<file path="src/rtl/control_sequencer.sv">
// T-state sequencer and control-word decoder for the 8-bit breadboard CPU.
// Optional macro EARLY_FETCH_EN: restart fetch as soon as an instruction's remaining steps are idle.
module control_sequencer #(
    parameter int         NUM_STEPS   = 5,
    parameter logic [3:0] HALT_OPCODE = 4'hF
) (
    input  logic        system_clock,
    input  logic        clr,
    input  logic        step_en,
    input  logic [3:0]  opcode,
    input  logic        flag_c,
    input  logic        flag_z,
    output logic [2:0]  t_state,
    output logic [7:0]  t_onehot,
    output logic [15:0] ctrl,
    output logic        run
);

    localparam logic [2:0] LAST_STEP = 3'(NUM_STEPS - 1);

    logic [2:0]  t_state_r;
    logic [7:0]  t_onehot_r;
    logic [15:0] ctrl_r;
    logic        run_r;
    logic [15:0] dec_s;
    logic        step_ok_s;
    logic [2:0]  next_t_s;
    logic [7:0]  next_onehot_s;

    // Control word for a given T-state; bits 15..0 = HLT,MI,RI,RO,IO,II,AI,AO,EO,SU,BI,OI,CE,CO,J,FI
    function automatic logic [15:0] decode(input logic [2:0] t, input logic [3:0] op,
                                           input logic fc, input logic fz);
        logic [15:0] w;
        w = 16'h0000;
        case (t)
            3'd0: w = 16'h4004;
            3'd1: w = 16'h1408;
            3'd2: begin
                if (op == HALT_OPCODE) begin
                    w = 16'h8000;
                end else begin
                    case (op)
                        4'h1:    w = 16'h4800;
                        4'h2:    w = 16'h4800;
                        4'h3:    w = 16'h4800;
                        4'h4:    w = 16'h4800;
                        4'h5:    w = 16'h0A00;
                        4'h6:    w = 16'h0802;
                        4'h7:    w = fc ? 16'h0802 : 16'h0000;
                        4'h8:    w = fz ? 16'h0802 : 16'h0000;
                        4'hE:    w = 16'h0110;
                        default: w = 16'h0000;
                    endcase
                end
            end
            3'd3: begin
                case (op)
                    4'h1:    w = 16'h1200;
                    4'h2:    w = 16'h1020;
                    4'h3:    w = 16'h1020;
                    4'h4:    w = 16'h2100;
                    default: w = 16'h0000;
                endcase
            end
            3'd4: begin
                case (op)
                    4'h2:    w = 16'h0281;
                    4'h3:    w = 16'h02C1;
                    default: w = 16'h0000;
                endcase
            end
            default: w = 16'h0000;
        endcase
        return w;
    endfunction

    // Next-state logic; a strobe coinciding with the halt edge is dropped
    always_comb begin
        dec_s     = decode(t_state_r, opcode, flag_c, flag_z);
        step_ok_s = step_en & run_r & ~dec_s[15];
        if (!step_ok_s) begin
            next_t_s = t_state_r;
        end else if (t_state_r == LAST_STEP) begin
            next_t_s = 3'd0;
`ifdef EARLY_FETCH_EN
        end else if ((t_state_r >= 3'd2) && (ctrl_r == 16'h0000)) begin
            next_t_s = 3'd0;
`endif
        end else begin
            next_t_s = t_state_r + 3'd1;
        end
        next_onehot_s = 8'h01 << next_t_s;
    end

    // Sequencer state; once halted everything freezes until clr
    always_ff @(posedge system_clock or posedge clr) begin
        if (clr) begin
            t_state_r  <= 3'd0;
            t_onehot_r <= 8'h01;
            ctrl_r     <= 16'h0000;
            run_r      <= 1'b1;
        end else if (run_r) begin
            t_state_r  <= next_t_s;
            t_onehot_r <= next_onehot_s;
            ctrl_r     <= dec_s;
            run_r      <= ~dec_s[15];
        end else begin
            t_state_r  <= t_state_r;
            t_onehot_r <= t_onehot_r;
            ctrl_r     <= ctrl_r;
            run_r      <= 1'b0;
        end
    end

    assign t_state  = t_state_r;
    assign t_onehot = t_onehot_r;
    assign ctrl     = ctrl_r;
    assign run      = run_r;

endmodule

</file>
<file path="config.mk">
export PLATFORM = sky130hd
export DESIGN_NAME = control_sequencer
export DESIGN_NICKNAME = d
export VERILOG_FILES = /design/src/rtl/control_sequencer.sv
export SDC_FILE = /design/constraint.sdc
export NUM_CORES = 1
export LEC_CHECK = 0
export CAP_MARGIN = 30
export CELL_PAD_IN_SITES_DETAIL_PLACEMENT = 0
export CELL_PAD_IN_SITES_GLOBAL_PLACEMENT = 2
export CORE_MARGIN = 1.5
export CORE_UTILIZATION = 32
export DETAILED_ROUTE_END_ITERATION = 8
export GPL_TIMING_DRIVEN = 0
export PLACE_DENSITY = 0.92
export SYNTH_ARGS = -nofsm -noshare
export SYNTH_HDL_FRONTEND = slang
export SYNTH_SLANG_ARGS = --single-unit
export TNS_END_PERCENT = 5
</file>
<file path="constraint.sdc">
create_clock -name system_clock -period 4.15 [get_ports system_clock]
set_input_delay 0.83 -clock system_clock [delete_from_list [all_inputs] [get_ports system_clock]]
set_output_delay 0.83 -clock system_clock [all_outputs]
set_load 0.01 [all_outputs]
</file>
==> flow_summary.yaml <==
run:
  cap_violations: 0
drt:
  num_vias: 1120
  wl_per_instance_um: 14.7
  wl_mm: 3.25
  post_drt_via_cell_ratio: 5.07
  drt-pass1-iter-count: 4
  antenna_violating_nets_post_route: 0
  drt_first_iter_violations: 8
  drcViolationCount: 0
cts:
  cts_num_sinks: 26
  clock_tree.htree_level_count: 1
  clk_pin_slew_ns: 0.09
  cells_resized_by_post_cts_repair: 0
  cts_tree: "built"
  hold_buffers: 0
  cts.root.buffer_cell: "sky130_fd_sc_hd__clkbuf_8"
  insertion_delay_ns: 0.28
  cts_buffers: 3
  post-cts-setup-buffers: 0
  cts_buffer_depth: 2
timing:
  rsz0062_at_grt: "no"
  hold_violations: 0
  max_freq_ghz: 0.407
  setup_total_negative_slack_ns: 0
  drv_slew: 0
  setup_failing_eps_final: 0
  finalCritPeriodShare: 0.592
  max_slew.worst_pin.slew_ns: 0.574
  worst_slack_ns: 1.69
  finClkSkew_ns: 0.00300
  timing.slew.headroom: 0.617
  finalCriticalPeriod_ns: 2.46
die:
  die_width_um: 68.7
  placeableCoreArea_mm2: 0.00409
  ioPinCount: 37
  total_die_area_mm2: 0.00472
  fp-row-count: 23
  initial_utilization: 0.338
  die_y_um: 68.7
setup_path:
  worst_ep_arrival_time_ns: 2.65
  worst_reg2reg_endpoint: "ctrl[9]"
  worstReg2RegStart: "t_state[0]"
  cp-end-kind: "register"
  critPathMaxFanout: 9
  r2r_setup_slack_ns: 2.08
  critPathMaxStageDelay_ns: 0.63
  critPathLaunchType: "primary input"
  timing.reg2reg.worst_path_depth: 6
  path_buf_inv: 1
  cp_data_required_time_ns: 4.35
  critical_path_cell_by_cell: "clkdlybuf4s50_1 -> nand2_1 -> o211ai_4 -> mux2_2 -> o2bb2ai_1"
  cpLargestDelayFamily: "buffers and inverters"
  worst-setup-path-type: "primary input to register"
  critPathLaunch: "opcode[2]"
  timing.critical_path.slowest_stage_cell: "sky130_fd_sc_hd__clkdlybuf4s50_1"
worst_hold_path:
  min_from: "t_onehot[6]"
  hp-class: "register to register"
  depth_of_the_worst_hold_timing_path: 1
  capture_endpoint_of_the_worst_hold_path: "t_onehot[6]"
synthesis:
  syn-mean-instance-area_um2: 10.5
  ys_seq_elements: 26
  ys_async_sr_fraction: 1.00
  synth_ff_type: "sky130_fd_sc_hd__dfrtp_1"
  synthesis.yosys.warnings: 0
  netlist-cell-type-count: 37
  netlist.top_cell.by_area: "sky130_fd_sc_hd__dfrtp_1"
  post_synth_inst_count: 131
  post-synth-top-area-fraction: 0.435
  register_area_share_after_synthesis: 0.473
  top_count_cell_post_synth: "sky130_fd_sc_hd__dfrtp_1"
  number_of_synthesized_flops_with_an_enable_pin: 0
  top_cells_by_area_synth: "sky130_fd_sc_hd__dfrtp_1 43%, sky130_fd_sc_hd__o2bb2ai_1 6.3%, sky130_fd_sc_hd__ha_1 4.5%, sky130_fd_sc_hd__dfstp_2 3.8%, sky130_fd_sc_hd__inv_1 3.3%"
  synth.cells.most_frequent: "24 x sky130_fd_sc_hd__dfrtp_1, 12 x sky130_fd_sc_hd__inv_1, 11 x sky130_fd_sc_hd__nand2_1"
  postSynthNetCount: 145
  syn_area_mm2: 0.00138
layout:
  antenna_cells_inserted: 0
  final_layout_size_suffix_gt1_frac: 0.117
  final_net_count: 186
  synthToLayoutAreaGrowth_pct: 36.1
placed_design:
  detailedPlacementHpwl_mm: 2.52
  routabilityCongestion: 0.798
  placement.setup.worst_slack_ns: 1.40
  port_buffers: 35
power:
  vdd.ir_drop.worst_v: 0.000310
  leakage_nw: 0.809
  power_density_mw_per_mm2: 665
status:
  run_status: "finished, final reports clean"
global_routing:
  overflow: 0
  grt_pass1_vias: 1132
  initial_antenna_violation_count: 0
  grt_start_max_net_pins: 16
  gr-usage-all-layers: 0.157
  grt_pass1_wl_mm: 5.52
==> sequential cells by signal (all words and copies together) (netlist names) <==
name and count:
t_state 3, run 1, ctrl 14, t_onehot 8
==> how the worst max path moves through the flow <==
stage	endpoint	slack, ns	cells after the start
finish	t_onehot[3]	1.69	5
global route	t_onehot[3]	1.57	5
CTS	t_onehot[3]	1.71	5
detailed placement	t_onehot[3]	1.40	5
global placement	t_onehot[3]	1.47	5
floorplan	t_onehot[3]	2.13	5
==> power by group <==
part	total [mW]	internal [mW]	switching (mW)
clock network	0.213	0.129	0.0836
logic	0.639	0.302	0.337
registers	0.399	0.330	0.0690
total	1.25	0.762	0.489
==> cell families after synthesis <==
family	Yosys count	synth area share
AOI/OAI and AO/OA	33	0.199
adders and majority gates	5	0.0453
buffers and inverters	21	0.0670
DFF	26	0.473
muxes	7	0.0543
and+or+nand+nor	39	0.161
==> routing by layer <==
| layer | global-route usage | part of all wire | up-vias |
|---|---|---|---|
| li1 | - | - | 548 |
| met1 | 0.215 | 0.45 | 545 |
| met2 | 0.254 | 0.50 | 23 |
| met3 | 0.0227 | 0.037 | 4 |
| met4 | 0.0564 | 0.012 | 0 |
| met5 | 0 | 0 | - |
==> through the flow <==
stage | util | hold WS [ns] | area (um2) | cells | power [mW]
detailed placement | 0.443 | 0.472 | 1810 | 217 | 1.04
floorplan | - | 0.487 | 1380 | 131 | 0.785
global placement | 0.439 | 0.471 | 1790 | 216 | 1.03
CTS | 0.460 | 0.497 | 1880 | 221 | 1.26
finish | 0.460 | 0.499 | 1880 | 221 | 1.25
global route | 0.460 | 0.511 | 1880 | 221 | 1.34
==> layout make-up <==
class,instances,area (um2)
timing repair buffer,36,365
inverter,14,52.6
clock buffer,3,41.3
buffer,7,40.0
sequential,26,653
multi-input combinational,84,636
tap,50,62.6
fill,392,2210
clock inverter,1,30.0
==> layout by cell type, fill, tap and decap left out, drive strengths merged, types with 5 or more instances in the layout <==
| cell | synthesis | final |
|---|---|---|
| inv | 14 | 14 |
| nor2 | 7 | 7 |
| dfrtp | 24 | 24 |
| o21ai | 9 | 9 |
| clkdlybuf4s50 | 0 | 35 |
| nand2 | 11 | 11 |
| clkbuf | 2 | 5 |
| ha | 5 | 5 |
| o2bb2ai | 10 | 10 |
| buf | 5 | 6 |
| nor2b | 7 | 7 |
Power figures use the tool's default switching activity.
==> RTL change 1, RTL diff (same flow settings) <==
Build with the macro `EARLY_FETCH_EN` defined.
--- a/src/rtl/control_sequencer.sv
+++ b/src/rtl/control_sequencer.sv
@@ -1,4 +1,6 @@
 // T-state sequencer and control-word decoder for the 8-bit breadboard CPU.
 // Optional macro EARLY_FETCH_EN: restart fetch as soon as an instruction's remaining steps are idle.
+`define EARLY_FETCH_EN
+
 module control_sequencer #(
     parameter int         NUM_STEPS   = 5,
Check against the original RTL: not equivalent (Yosys sat finds a counterexample within 10 cycles, from zero or initial values).
==> RTL change 1 against the original RTL <==
- worst setup slack improved by 170 ps
- sequential cell count did not move
- utilization fell by 3.0 points
- final area rose by 6.5%
- wire length rose by 13%
- area after synthesis rose by 11%
Power is left out: it rests on default switching activity, and per cell area and clock period it moved more than threefold.
==> RTL change 1: results (changes against the original RTL) <==
hold_end: "t_onehot[3]$_DFFE_PP0P_"
relSlewSlack_pct: 55.6  # -6.1 points
finalWeightedCongestion: 0.783  # -1.9%
maxSlewViolCount: 0  # unchanged
portBuffers: 34  # -2.9%
r2r_start: "t_state[0]$_DFFE_PP0P_"
grt_pass1_vias: 1185  # +4.7%
cts_root_buffer: "clkbuf_8"
syn_nets: 177  # +22%
routed-via-count: 1304  # +16%
critPathMaxFanout: 10  # +1
post_cts_buffers: 0  # unchanged
clock_latency_ps: 270
cts_resized: 0  # unchanged
clkTransAtPathRegs_ps: 90  # about the same
largest_reg_flops: 14  # unchanged
skew_ps: 2.95  # -0.0463 ps
drt_iter0_drc: 30  # +22
synth_compound_area_share_pct: 20.4  # +0.45 points
cp_slowest_cell: "nor3_1"
clk_path_buf_depth: 2  # unchanged
worst-r2r-cell-count: 7  # +1
synth_edf_count: 0  # unchanged
cp_top_family: "simple AND/OR/NAND/NOR gates"
post_synth_num_cell_types: 45  # +22%
hold_depth: 2  # +1
critPathArrivalTime_ps: 2470  # -180 ps
hold_class: "reg -> reg"
numCtsBuffers: 3  # unchanged
synth_seq_area_share_pct: 42.5  # -4.7 points
synth_top_cells_by_area: "dfrtp_1 39%, inv_1 4.6%, mux2_2 4.4%, ha_1 4.1%, o22ai_1 3.7%"
drtPass1Iterations: 4  # unchanged
num-nets-final: 217  # +17%
slowest_delay_ps: 440  # -190 ps
synthMuxAreaShare_pct: 4.40  # -1.0 points
min_from: "t_onehot[3]$_DFFE_PP0P_"
timing.hold.ws_ps: 531  # +32.2 ps
place_area_um2: 1960  # +8.2%
timing.rr.end: "t_onehot[1]$_DFFE_PP0P_"
synth_fa_ha_area_share_pct: 4.07  # -0.45 points
detail_route.wl_per_cell_um: 14.3  # -2.6%
yosys_warnings: 0  # unchanged
synth.top_cells.by_count: "24 x dfrtp_1, 19 x inv_1, 10 x nand2_1"
drive_above_1_share_pct: 13.9  # +2.2 points
grt_first_pass_wirelength_um: 6130  # +11%
diodes: 0  # unchanged
place_hpwl_um: 2860  # +13%
antenna_found_initial: 0  # unchanged
grt_start_max_net_pins: 15  # -1
grtUsageTotal_pct: 15.3  # -0.43 points
status: "completed"
-- RTL change 1: worst reg2reg max path, delay by kind of cell, from the launching register on --
kind / cells / cell delay, ps
buffers and inverters: 1 / 230
adder cells (fa/ha/maj): 1 / 260
AND/OR/NAND/NOR: 2 / 330
AO/OA/AOI/OAI: 3 / 680
flip-flops: 1 / 500
-- RTL change 1: logic make-up (layout without fill, tap and decap cells) --
group,count (synthesis),after routing
compound gates,39,39
simple gates,57,57
buf+inv,30,69
mux,6,6
fa+ha+maj,5,5
flops,26,26
-- RTL change 1: how the worst max path moves through the flow --
stage                          from  slack, ps                       to  cells past startpoint
final                     opcode[2]       1870     ctrl[11]$_DFFE_PP0P_                      7
after CTS                 opcode[2]       1880     ctrl[11]$_DFFE_PP0P_                      7
after global routing      opcode[2]       1710      ctrl[1]$_DFFE_PP0P_                      7
after detailed placement  opcode[2]       1600     ctrl[11]$_DFFE_PP0P_                      7
after floorplan           opcode[1]       2220  t_onehot[1]$_DFFE_PP0P_                      6
after global placement    opcode[2]       1580     ctrl[11]$_DFFE_PP0P_                      7
-- RTL change 1: cell type report --
type / instances / area, µm²
multi-input combinational: 107 / 757
sequential: 26 / 653
buffer: 11 / 53.8
tap: 54 / 67.6
clock buffer: 4 / 45.0
timing repair buffer: 35 / 355
inverter: 19 / 71.3
fill: 474 / 2660
-- RTL change 1: through the flow --
step           setup WS, ps  cells
6_report               1870    256
5_1_grt                1710    256
4_1_cts                1880    256
3_5_place_dp           1600    252
3_3_place_gp           1580    251
2_1_floorplan          2220    163
-- RTL change 1: metal layers --
layer / vias up / track usage (%) / wire length [µm]
met5: - / 0 / 0
met4: 0 / 5.66 / 52
met3: 5 / 2.50 / 135
met2: 31 / 23.3 / 1690
met1: 612 / 22.0 / 1790
li1: 656 / - / -
==> RTL change 2, RTL diff (same settings) <==
Without the edit above. Register the output `ctrl` once more, cleared by the reset; this adds one clock of latency there. The other outputs are not delayed to match.
--- a/src/rtl/control_sequencer.sv
+++ b/src/rtl/control_sequencer.sv
@@ -115,5 +115,11 @@
     assign t_state  = t_state_r;
     assign t_onehot = t_onehot_r;
-    assign ctrl     = ctrl_r;
+    always_ff @(posedge system_clock or posedge clr) begin
+        if (clr) begin
+            ctrl <= '0;
+        end else begin
+            ctrl <= ctrl_r;
+        end
+    end
     assign run      = run_r;
 
Function: changed (a bounded check fails within 4 cycles, from zero or initial values).
==> RTL change 2 against the original RTL <==
- die area grew 26%
- sequential cell count increased by 14
- via count rose by 7.9%
- first-iteration DRC count rose to 4.5 times the old value
- total power up 29%
- worst setup slack improved by 240 ps
- fmax rose by 11%
- wire length grew 9.8%
- sequential power increased by 36%
- area after synthesis grew 27%
- count of clock-buffer cells in the layout increased by 2
- final area increased by 24%
- critical path type is now reg -> out
- largest power group unchanged
==> RTL change 2: results (changes against the original RTL) <==
drive_above_1_share_pct: 15.1  # +3.4 points
status: "completed"
worst_pin_slew_ps: 793  # +219 ps
critPathMaxFanout: 9  # unchanged
cp_slowest_cell: "clkdlybuf4s50_1"
synth_top_cells_by_area: "dfrtp_1 54%, o2bb2ai_1 5.5%, ha_1 3.6%, dfstp_2 3.0%, mux2_2 2.6%"
critPathArrivalTime_ps: 1390  # -1260 ps
place_area_um2: 2170  # +20%
maxCapViolCount: 0  # unchanged
hold_depth: 0  # -1
ir_drop_mv: 0.375  # +21%
post_synth_num_cell_types: 42  # +14%
grt_start_max_net_pins: 41  # +25
clkTransAtPathRegs_ps: 70  # -20 ps
grt_pass1_vias: 1236  # +9.2%
wl_um: 3570  # +9.8%
synthArstFlopShare_pct: 100  # unchanged
synth_flop_cell: "dfrtp_1"
hold_class: "reg -> reg"
slowest_delay_ps: 600  # -30 ps
antenna_found_initial: 0  # unchanged
syn_nets: 159  # +9.7%
grt_first_pass_wirelength_um: 6070  # +10%
worstSetupStartpoint: "t_state[0]$_DFFE_PP0P_"
portBuffers: 33  # -5.7%
min_from: "ctrl_r[10]$_DFFE_PP0P_"
vias_per_cell: 4.72  # -6.9%
drt_iter0_drc: 36  # +28
clock_latency_ps: 290
worst-r2r-cell-count: 5  # -1
grtUsageTotal_pct: 13.1  # -2.6 points
synth_seq_area_share_pct: 57.2  # +9.9 points
num-fill-cells: 519  # +32%
place_hpwl_um: 2490  # -1.1%
cts_resized: 0  # unchanged
skew_ps: 7.56  # +4.56 ps
diodes: 0  # unchanged
finalWeightedCongestion: 0.764  # -4.3%
yosys_warnings: 0  # unchanged
drtPass1Iterations: 4  # unchanged
post_cts_buffers: 0  # unchanged
htree_num_levels: 2  # +1
num-nets-final: 199  # +7.0%
leakagePower_nw: 1.07  # +32%
clk_path_buf_depth: 2  # unchanged
synth.top_cells.by_count: "38 x dfrtp_1, 11 x inv_1, 11 x o2bb2ai_1, 10 x nand2_1, 9 x nor2_1"
p_per_area_nw_per_um2: 693  # +4.2%
cts_root_buffer: "clkbuf_8"
numCtsBuffers: 5  # +2
period_minus_slack_ps: 2220  # -236 ps
RTL change 2: cell types whose count changed after synthesis, sizes merged, moves of 3 or more:
cell	change
o21ai	-4
nand3	-3
inv	-3
nor2b	-4
dfrtp	+14
RTL change 2: power by group:
part           switching, mW  internal [mW]  total (mW)
Clock                  0.134          0.301       0.435
Combinational          0.329          0.309       0.638
Sequential            0.0612          0.483       0.544
RTL change 2: kinds of logic (layout without fill, tap and decap cells):
group	Yosys count	count (layout)	synth area share (%)
adder cells (fa/ha/maj)	5	5	3.56
multiplexers	8	8	5.13
AO/OA/AOI/OAI	33	33	16.3
flip-flops	40	40	57.2
AND/OR/NAND/NOR	38	38	12.0
buffers and inverters	21	62	5.84
RTL change 2: metal layers:
metal,part of all wire (%),track usage (%)
met2,45,20.9
met3,3.7,4.17
met5,0,0
met1,49,16.8
met4,1.7,4.91
RTL change 2: area by class of cell:
cell class / count / area share, %
clock buffer: 5 / 2.95
timing repair buffer: 33 / 14.2
multi-input combinational: 84 / 27.8
clock inverter: 3 / 3.86
sequential: 40 / 43.0
buffer: 10 / 2.63
tap: 70 / 3.76
inverter: 11 / 1.77
RTL change 2: worst paths after layout:
check | to | slack, ps
max in group asynchronous | t_state[1]$_DFFE_PP0P_ | 2650
worst max register to register | ctrl_r[9]$_DFFE_PP0P_ | 2140
worst max-delay path | t_state[0] | 1930
worst min register to register | ctrl[10]$_DFF_PP0_ | 370
min in group asynchronous | ctrl_r[9]$_DFFE_PP0P_ | 1000
worst min-delay path | ctrl[10]$_DFF_PP0_ | 370
RTL change 2: stage by stage:
step	power [mW]	std cells	setup WS [ps]
after floorplan	0.939	145	2200
after global placement	1.18	248	1630
after detailed placement	1.19	248	1670
after CTS	1.63	256	1910
after global routing	1.72	256	1870
final	1.62	256	1930
